`config.mk`:
```
export PLATFORM = sky130hd
export DESIGN_NAME = mc_sequencer
export DESIGN_NICKNAME = d
export VERILOG_FILES = /design/src/rtl/mc_sequencer_pkg.sv /design/src/rtl/mc_sequencer_timeout.sv /design/src/rtl/mc_sequencer.sv
export SDC_FILE = /design/constraint.sdc
export NUM_CORES = 1
export LEC_CHECK = 0
export BUFFER_PORTS_ARGS = -buffer_cell sky130_fd_sc_hd__buf_2
export CAP_MARGIN = 20
export CORE_UTILIZATION = 50
export CTS_BUF_LIST = sky130_fd_sc_hd__clkbuf_8
export CTS_CLUSTER_DIAMETER = 80
export DETAILED_ROUTE_END_ITERATION = 7
export PLACE_DENSITY = 0.76
export SLEW_MARGIN = 10
export SYNTH_ARGS = -nofsm -noshare
export SYNTH_HDL_FRONTEND = slang
export SYNTH_SLANG_ARGS = --single-unit
```
`constraint.sdc`:
```
create_clock -name clk -period 1.7 [get_ports clk]
set_clock_uncertainty 0.1 [all_clocks]
set_input_delay 0.17 -clock clk [delete_from_list [all_inputs] [get_ports clk]]
set_output_delay 0.17 -clock clk [all_outputs]
set_load 0.03 [all_outputs]
```
`src/rtl/mc_sequencer_pkg.sv`:
```
// Shared encodings for the multi-cycle sequencer: states, next-PC/GPR/WD selects,
// exception causes, opcode constants and the opcode-class decoder.
package mc_sequencer_pkg;

  typedef enum logic [2:0] {
    ST_BOOT   = 3'd0,
    ST_FETCH  = 3'd1,
    ST_DECODE = 3'd2,
    ST_EXEC   = 3'd3,
    ST_MEM    = 3'd4,
    ST_WB     = 3'd5,
    ST_EXCPT  = 3'd6
  } state_e;

  localparam logic [2:0] NPC_PLUS4  = 3'd0;
  localparam logic [2:0] NPC_BRANCH = 3'd1;
  localparam logic [2:0] NPC_JUMP   = 3'd2;
  localparam logic [2:0] NPC_JR     = 3'd3;
  localparam logic [2:0] NPC_EXCEPT = 3'd4;

  localparam logic [1:0] GPRSel_RD = 2'd0;
  localparam logic [1:0] GPRSel_RT = 2'd1;
  localparam logic [1:0] GPRSel_31 = 2'd2;

  localparam logic [2:0] WDSel_FromALU = 3'd0;
  localparam logic [2:0] WDSel_FromMEM = 3'd1;
  localparam logic [2:0] WDSel_FromPC  = 3'd2;

  localparam logic [1:0] CAUSE_NONE    = 2'd0;
  localparam logic [1:0] CAUSE_ILLEGAL = 2'd1;
  localparam logic [1:0] CAUSE_BUS     = 2'd2;

  localparam logic [5:0] OP_RTYPE = 6'h00;
  localparam logic [5:0] OP_J     = 6'h02;
  localparam logic [5:0] OP_JAL   = 6'h03;
  localparam logic [5:0] OP_BEQ   = 6'h04;
  localparam logic [5:0] OP_BNE   = 6'h05;
  localparam logic [5:0] OP_LW    = 6'h23;
  localparam logic [5:0] OP_SW    = 6'h2B;
  localparam logic [5:0] FN_JR    = 6'h08;

  typedef enum logic [3:0] {
    CLS_R, CLS_JR, CLS_I, CLS_LW, CLS_SW,
    CLS_BEQ, CLS_BNE, CLS_J, CLS_JAL, CLS_ILL
  } opclass_e;

  function automatic opclass_e classify(input logic [5:0] op, input logic [5:0] fn);
    opclass_e cls;
    cls = CLS_ILL;
    if (op == OP_RTYPE) begin
      cls = (fn == FN_JR) ? CLS_JR : CLS_R;
    end else if (op[5:3] == 3'b001) begin
      cls = CLS_I;
    end else begin
      case (op)
        OP_LW:   cls = CLS_LW;
        OP_SW:   cls = CLS_SW;
        OP_BEQ:  cls = CLS_BEQ;
        OP_BNE:  cls = CLS_BNE;
        OP_J:    cls = CLS_J;
        OP_JAL:  cls = CLS_JAL;
        default: cls = CLS_ILL;
      endcase
    end
    return cls;
  endfunction

endpackage

```
`src/rtl/mc_sequencer_timeout.sv`:
```
// Memory wait counter: counts unacknowledged request cycles and flags expiry
// on the last permitted cycle unless the ack arrives in that same cycle.
module mc_timeout #(
  parameter int unsigned MEM_TIMEOUT = 16
) (
  input  logic clk,
  input  logic rst_n,
  input  logic i_busy,
  input  logic i_ack,
  output logic o_expired
);

  localparam logic [7:0] LIMIT = 8'(MEM_TIMEOUT - 1);

  logic [7:0] r_wait_cnt;

  assign o_expired = i_busy && !i_ack && (r_wait_cnt == LIMIT);

  // Expiry leaves FETCH/MEM, so the counter clears rather than advancing.
  always_ff @(posedge clk or negedge rst_n) begin
    if (!rst_n) begin
      r_wait_cnt <= '0;
    end else if (i_busy && !i_ack && !o_expired) begin
      r_wait_cnt <= r_wait_cnt + 8'd1;
    end else begin
      r_wait_cnt <= '0;
    end
  end

endmodule

```
`src/rtl/mc_sequencer.sv`:
```
// Multi-cycle control sequencer: steps each instruction through
// FETCH/DECODE/EXEC/MEM/WB and raises exceptions for illegal opcodes and bus timeouts.
module mc_sequencer
  import mc_sequencer_pkg::*;
#(
  parameter int unsigned MEM_TIMEOUT = 16,
  parameter int unsigned CNT_W       = 32
) (
  input  logic             clk,
  input  logic             rst_n,
  input  logic [5:0]       opcode,
  input  logic [5:0]       funct,
  input  logic             zero,
  input  logic             mem_ack,
  output logic             mem_req,
  output logic             mem_we,
  output logic             mem_addr_sel,
  output logic             ir_wr,
  output logic             pc_wr,
  output logic [2:0]       pc_src,
  output logic             rf_wr,
  output logic [1:0]       gpr_sel,
  output logic [2:0]       wd_sel,
  output logic [2:0]       state,
  output logic             exc,
  output logic [1:0]       exc_cause,
  output logic [CNT_W-1:0] retired
);

  state_e     r_state;
  state_e     w_next;
  opclass_e   w_cls;
  logic       w_expired;
  logic       w_retire;
  logic       w_cause_ld;
  logic [1:0] w_cause;
  logic [1:0] r_cause;
  logic [CNT_W-1:0] r_retired;

  assign w_cls     = classify(opcode, funct);
  assign state     = r_state;
  assign exc_cause = r_cause;
  assign retired   = r_retired;

  mc_timeout #(
    .MEM_TIMEOUT(MEM_TIMEOUT)
  ) u_timeout (
    .clk      (clk),
    .rst_n    (rst_n),
    .i_busy   (mem_req),
    .i_ack    (mem_ack),
    .o_expired(w_expired)
  );

  always_ff @(posedge clk or negedge rst_n) begin
    if (!rst_n) begin
      r_state   <= ST_BOOT;
      r_cause   <= CAUSE_NONE;
      r_retired <= '0;
    end else begin
      r_state <= w_next;
      if (w_cause_ld) r_cause <= w_cause;
      if (w_retire)   r_retired <= r_retired + CNT_W'(1);
    end
  end

  always_comb begin
    w_next     = r_state;
    w_retire   = 1'b0;
    w_cause_ld = 1'b0;
    w_cause    = CAUSE_NONE;
    case (r_state)
      ST_BOOT: w_next = ST_FETCH;
      ST_FETCH: begin
        if (mem_ack) begin
          w_next = ST_DECODE;
        end else if (w_expired) begin
          w_next = ST_EXCPT; w_cause_ld = 1'b1; w_cause = CAUSE_BUS;
        end
      end
      ST_DECODE: begin
        case (w_cls)
          CLS_ILL: begin
            w_next = ST_EXCPT; w_cause_ld = 1'b1; w_cause = CAUSE_ILLEGAL;
          end
          CLS_J, CLS_JAL: begin w_next = ST_FETCH; w_retire = 1'b1; end
          default: w_next = ST_EXEC;
        endcase
      end
      ST_EXEC: begin
        case (w_cls)
          CLS_R, CLS_I:              w_next = ST_WB;
          CLS_LW, CLS_SW:            w_next = ST_MEM;
          CLS_JR, CLS_BEQ, CLS_BNE:  begin w_next = ST_FETCH; w_retire = 1'b1; end
          default:                   w_next = ST_FETCH;
        endcase
      end
      ST_MEM: begin
        if (mem_ack) begin
          if (w_cls == CLS_SW) begin
            w_next = ST_FETCH; w_retire = 1'b1;
          end else begin
            w_next = ST_WB;
          end
        end else if (w_expired) begin
          w_next = ST_EXCPT; w_cause_ld = 1'b1; w_cause = CAUSE_BUS;
        end
      end
      ST_WB:    begin w_next = ST_FETCH; w_retire = 1'b1; end
      ST_EXCPT: w_next = ST_FETCH;
      default:  w_next = ST_BOOT;
    endcase
  end

  always_comb begin
    mem_req      = 1'b0;
    mem_we       = 1'b0;
    mem_addr_sel = 1'b0;
    ir_wr        = 1'b0;
    pc_wr        = 1'b0;
    pc_src       = NPC_PLUS4;
    rf_wr        = 1'b0;
    gpr_sel      = GPRSel_RD;
    wd_sel       = WDSel_FromALU;
    exc          = 1'b0;
    case (r_state)
      ST_FETCH: begin
        mem_req = 1'b1;
        if (mem_ack) begin
          ir_wr = 1'b1; pc_wr = 1'b1; pc_src = NPC_PLUS4;
        end
      end
      ST_DECODE: begin
        if (w_cls == CLS_J || w_cls == CLS_JAL) begin
          pc_wr = 1'b1; pc_src = NPC_JUMP;
        end
        if (w_cls == CLS_JAL) begin
          rf_wr = 1'b1; gpr_sel = GPRSel_31; wd_sel = WDSel_FromPC;
        end
      end
      ST_EXEC: begin
        case (w_cls)
          CLS_JR:  begin pc_wr = 1'b1; pc_src = NPC_JR; end
          CLS_BEQ: begin pc_wr = zero;  pc_src = NPC_BRANCH; end
          CLS_BNE: begin pc_wr = !zero; pc_src = NPC_BRANCH; end
          default: ;
        endcase
      end
      ST_MEM: begin
        mem_req = 1'b1; mem_addr_sel = 1'b1; mem_we = (w_cls == CLS_SW);
      end
      ST_WB: begin
        rf_wr   = 1'b1;
        gpr_sel = (w_cls == CLS_R)  ? GPRSel_RD     : GPRSel_RT;
        wd_sel  = (w_cls == CLS_LW) ? WDSel_FromMEM : WDSel_FromALU;
      end
      ST_EXCPT: begin
        pc_wr = 1'b1; pc_src = NPC_EXCEPT; exc = 1'b1;
      end
      default: ;
    endcase
  end

endmodule

```
==> metrics.md <==
| Metric | Value |
|---|---|
| CTS max path bufs | 2 |
| Final #Nets | 425 |
| CTS Sinks | 45 |
| Fill count | ~320 |
| Detailed Routing Iterations Pass 1 | 4 |
| Clk_lat worst skew | between 0.3 and 0.4 ns |
| # IOs | a little under 70 |
| CP Capture Type | flop |
| Max Clk Rate | around 540 MHz |
| Failing checks | setup timing |
| Synth warn | 0 |
| Status | finished, violations left |
| Crit path DAT | a little under 2 ns |
| PD cells | ~990 nW/µm² |
| Worst setup SP type | flop |
| Fin. Hold Viols | 0 |
| MaxCap Viol Count | 0 |
| Worst-path fanout max | 4 |
| Setup slack at placement | -0.259 ns |
| Sequential Area | between 1000 and 1500 µm² |
| Layout Cells excl Fill | 478 |
| Root buf cell | clkbuf_8 |
| Cells after Synth | 283 |
| Iteration-0 DRC Markers | between 150 and 200 |
| Starting Density | roughly 52% |
| RSZ-0062 raised after global routing | yes |
| Antenna viol nets, final | 0 |
| Top FF cell, synth | dfrtp_1 |
| Number of vias per cell | 5.77 |
| # diodes | 0 |
| Fin crit share | 110% |
| Die W | 75.3 µm |
| Num CTS Buffers | 5 |
| TritonCTS clock tree | done |
| Relative max-transition margin | between 50% and 60% |
| Syn_area_per_cell | ~9.5 µm² |
| CP required | between 1.5 and 2 ns |
| WL final | 8090 µm |
| Rows | 26 |
| Post-Syn Nets | around 300 |
| Die height | roughly 75 µm |
| Synth Cell Area | 2690 µm² |
| Final setup violating endpoints | 31 |
| CP Class | reg -> reg |
| Largest net degree at the start of global routing | 32 |
| Final core utilization | 80.8% |
| Min-Delay Path Class | in -> async |
| DP Cell Count | between 400 and 500 |
| Initial antenna violation count | 0 |
| Share of cells above drive strength 1 | 54.9% |
| Core box area | 5140 µm² |
| Crit path time final | around 1.9 ns |
| Final worst slack | -0.169 ns |
| Post-synth EDFFs | 0 |
| Via count | 2757 |
| Die area | between 5000 and 6000 µm² |
| Seq/Total Area, Yosys | a little over two fifths |
| Pwr Total | 4.12 mW |
| Routed len/inst | about 17 µm |
| H-tree depth | 2 |
| Area growth syn-to-layout | 54.6% |
| Actual slew at the worst max-slew pin | 0.586 ns |
| Fraction of registers with async set/reset | 100% |
| DPL Wire Length | 4870 µm |
| Synthesis-stage register bit count | 45 |
| Count of final max-slew check failures | 0 |
| Hold slack | about 0.25 ns |
| Remaining Overflow, GRT | 0 |
| Overall Global Routing Usage | between 20% and 30% |
| IO Port Bufs | 66 |
| Post-synth cell types | 48 |
| Maximum VDD drop | 1110 µV |
| Clock transition at path regs | about 0.09 ns |
| DRC | 0 |
| Vias in the first global route | about 2400 |
| First-pass GRT wire length | roughly 11000 µm |
| Static Leak | around 1.9 nW |
| Multi-input logic area | 1780 µm² |
| Placer Congestion | about 0.89 |
[power by group]
group	internal (mW)	leakage [nW]	switching [mW]	total, mW
clock network	0.292	0.0445	0.386	0.678
registers	1.19	0.580	0.140	1.33
logic	0.901	1.26	1.21	2.11
total	2.39	1.89	1.74	4.12
[stage by stage]
stage	cell area [µm²]	TNS, ns
floorplan	2890	-1.01
global placement	3630	-3.49
detailed placement	3630	-3.92
CTS	3930	-0.810
global route	4150	-4.07
finish	4150	-1.81
[synth_stat cells (3+ instances only)]
| cell | count | share of area, % |
|---|---|---|
| nor2b_1 | 3 | 0.70 |
| clkbuf_1 | 5 | 0.70 |
| buf_2 | 6 | 1.1 |
| nand2_1 | 19 | 2.7 |
| and3_1 | 12 | 2.8 |
| nor3_1 | 5 | 0.93 |
| o211ai_1 | 7 | 2.0 |
| inv_1 | 7 | 0.98 |
| nand3_1 | 9 | 1.7 |
| buf_4 | 5 | 1.4 |
| a21oi_1 | 9 | 1.7 |
| o21bai_1 | 3 | 0.84 |
| xor2_1 | 4 | 1.3 |
| and2_1 | 5 | 1.2 |
| and4_1 | 5 | 1.6 |
| nor4_1 | 3 | 0.70 |
| dfrtp_1 | 45 | 42 |
| nand2b_1 | 3 | 0.70 |
| o2111ai_1 | 17 | 5.5 |
| o21ai_0 | 10 | 1.9 |
| nor2_1 | 29 | 4.1 |
| xnor2_1 | 35 | 11 |
[cell type report]
cell class	count	share of cell area (%)
Timing Repair Buffer	135	24.5
Multi-Input combinational cell	213	42.9
Clock buffer	5	1.66
Sequential cell	45	27.8
Inverter	7	0.633
Tap cell	70	2.11
Clock inverter	3	0.512
[sequential cells by signal, summed over array words and instances, names as in the netlist]
register and count:
state 3, retired 32, u_timeout.r_wait_cnt 8, exc_cause 2
[cells in the final DEF, fill, tap and decap left out, types with 3 or more instances in the layout]
| master | netlist | routed |
|---|---|---|
| a21oi_1 | 9 | 6 |
| and2_1 | 5 | 5 |
| and3_1 | 12 | 9 |
| and4_1 | 5 | 3 |
| buf_12 | 0 | 4 |
| buf_2 | 6 | 50 |
| buf_4 | 5 | 60 |
| buf_6 | 2 | 20 |
| clkbuf_8 | 0 | 5 |
| dfrtp_1 | 45 | 23 |
| dfrtp_2 | 0 | 22 |
| inv_1 | 7 | 6 |
| nand2_1 | 19 | 14 |
| nand2_2 | 0 | 4 |
| nand3_1 | 9 | 6 |
| nor2_1 | 29 | 16 |
| nor2_2 | 0 | 7 |
| nor2_4 | 0 | 6 |
| nor3_4 | 1 | 3 |
| nor4_4 | 0 | 3 |
| o2111ai_1 | 17 | 10 |
| o2111ai_2 | 0 | 7 |
| o211ai_1 | 7 | 7 |
| o21ai_0 | 10 | 7 |
| o21ai_1 | 2 | 5 |
| o21bai_1 | 3 | 3 |
| xnor2_1 | 35 | 35 |
| xor2_1 | 4 | 4 |
[routing by layer]
layer | routed length (µm) | track usage (%) | vias to the layer above
li1 | - | - | 1274
met1 | 3450 | 35.9 | 1339
met5 | 0 | 0 | -
met2 | 3990 | 43.2 | 115
met4 | 278 | 8.64 | 0
met3 | 366 | 4.23 | 29
[worst max-delay path: stages (launching register included)]
cell and delay [ns]:
dfrtp_2 0.37, nand4_1 0.18, or3_4 0.48, nor3_4 0.28, o2111ai_2 0.19, xnor2_1 0.16
[final timing paths]
check	cells after the start	endpoint	from	slack, ns
setup / recovery	5	retired[23]	retired[15]	-0.17
hold / removal	2	retired[13]	rst_n	0.25
setup reg to reg	5	retired[23]	retired[15]	-0.17
hold reg to reg	1	u_timeout.r_wait_cnt[0]	u_timeout.r_wait_cnt[0]	0.35
max in group asynchronous	3	retired[1]	rst_n	0.72
min in group clk	4	state[1]	mem_ack	0.26
[logic make-up (layout without fill, tap and decap cells)]
family	Yosys count	count (layout)	synth area share, %
flip-flops	45	45	41.9
adder cells (fa/ha/maj)	2	2	0.931
AND/OR/NAND/NOR	106	106	21.5
AO/OA/AOI/OAI	64	64	17.3
other	1	1	0.140
XOR/XNOR	39	39	12.7
multiplexers	1	1	0.419
buffers and inverters	25	150	5.03
[repair_timing]
action / 4_1_cts / 5_1_grt
resized for setup: 35 / 57
endpoints found under the setup margin: 34 / 50
setup buffers: 7 / 5
hold endpoints to repair: 19 / 0
hold buffers: 1 / 0
pin swaps: 7 / 20
No activity file was read; power rests on OpenSTA's default activity.
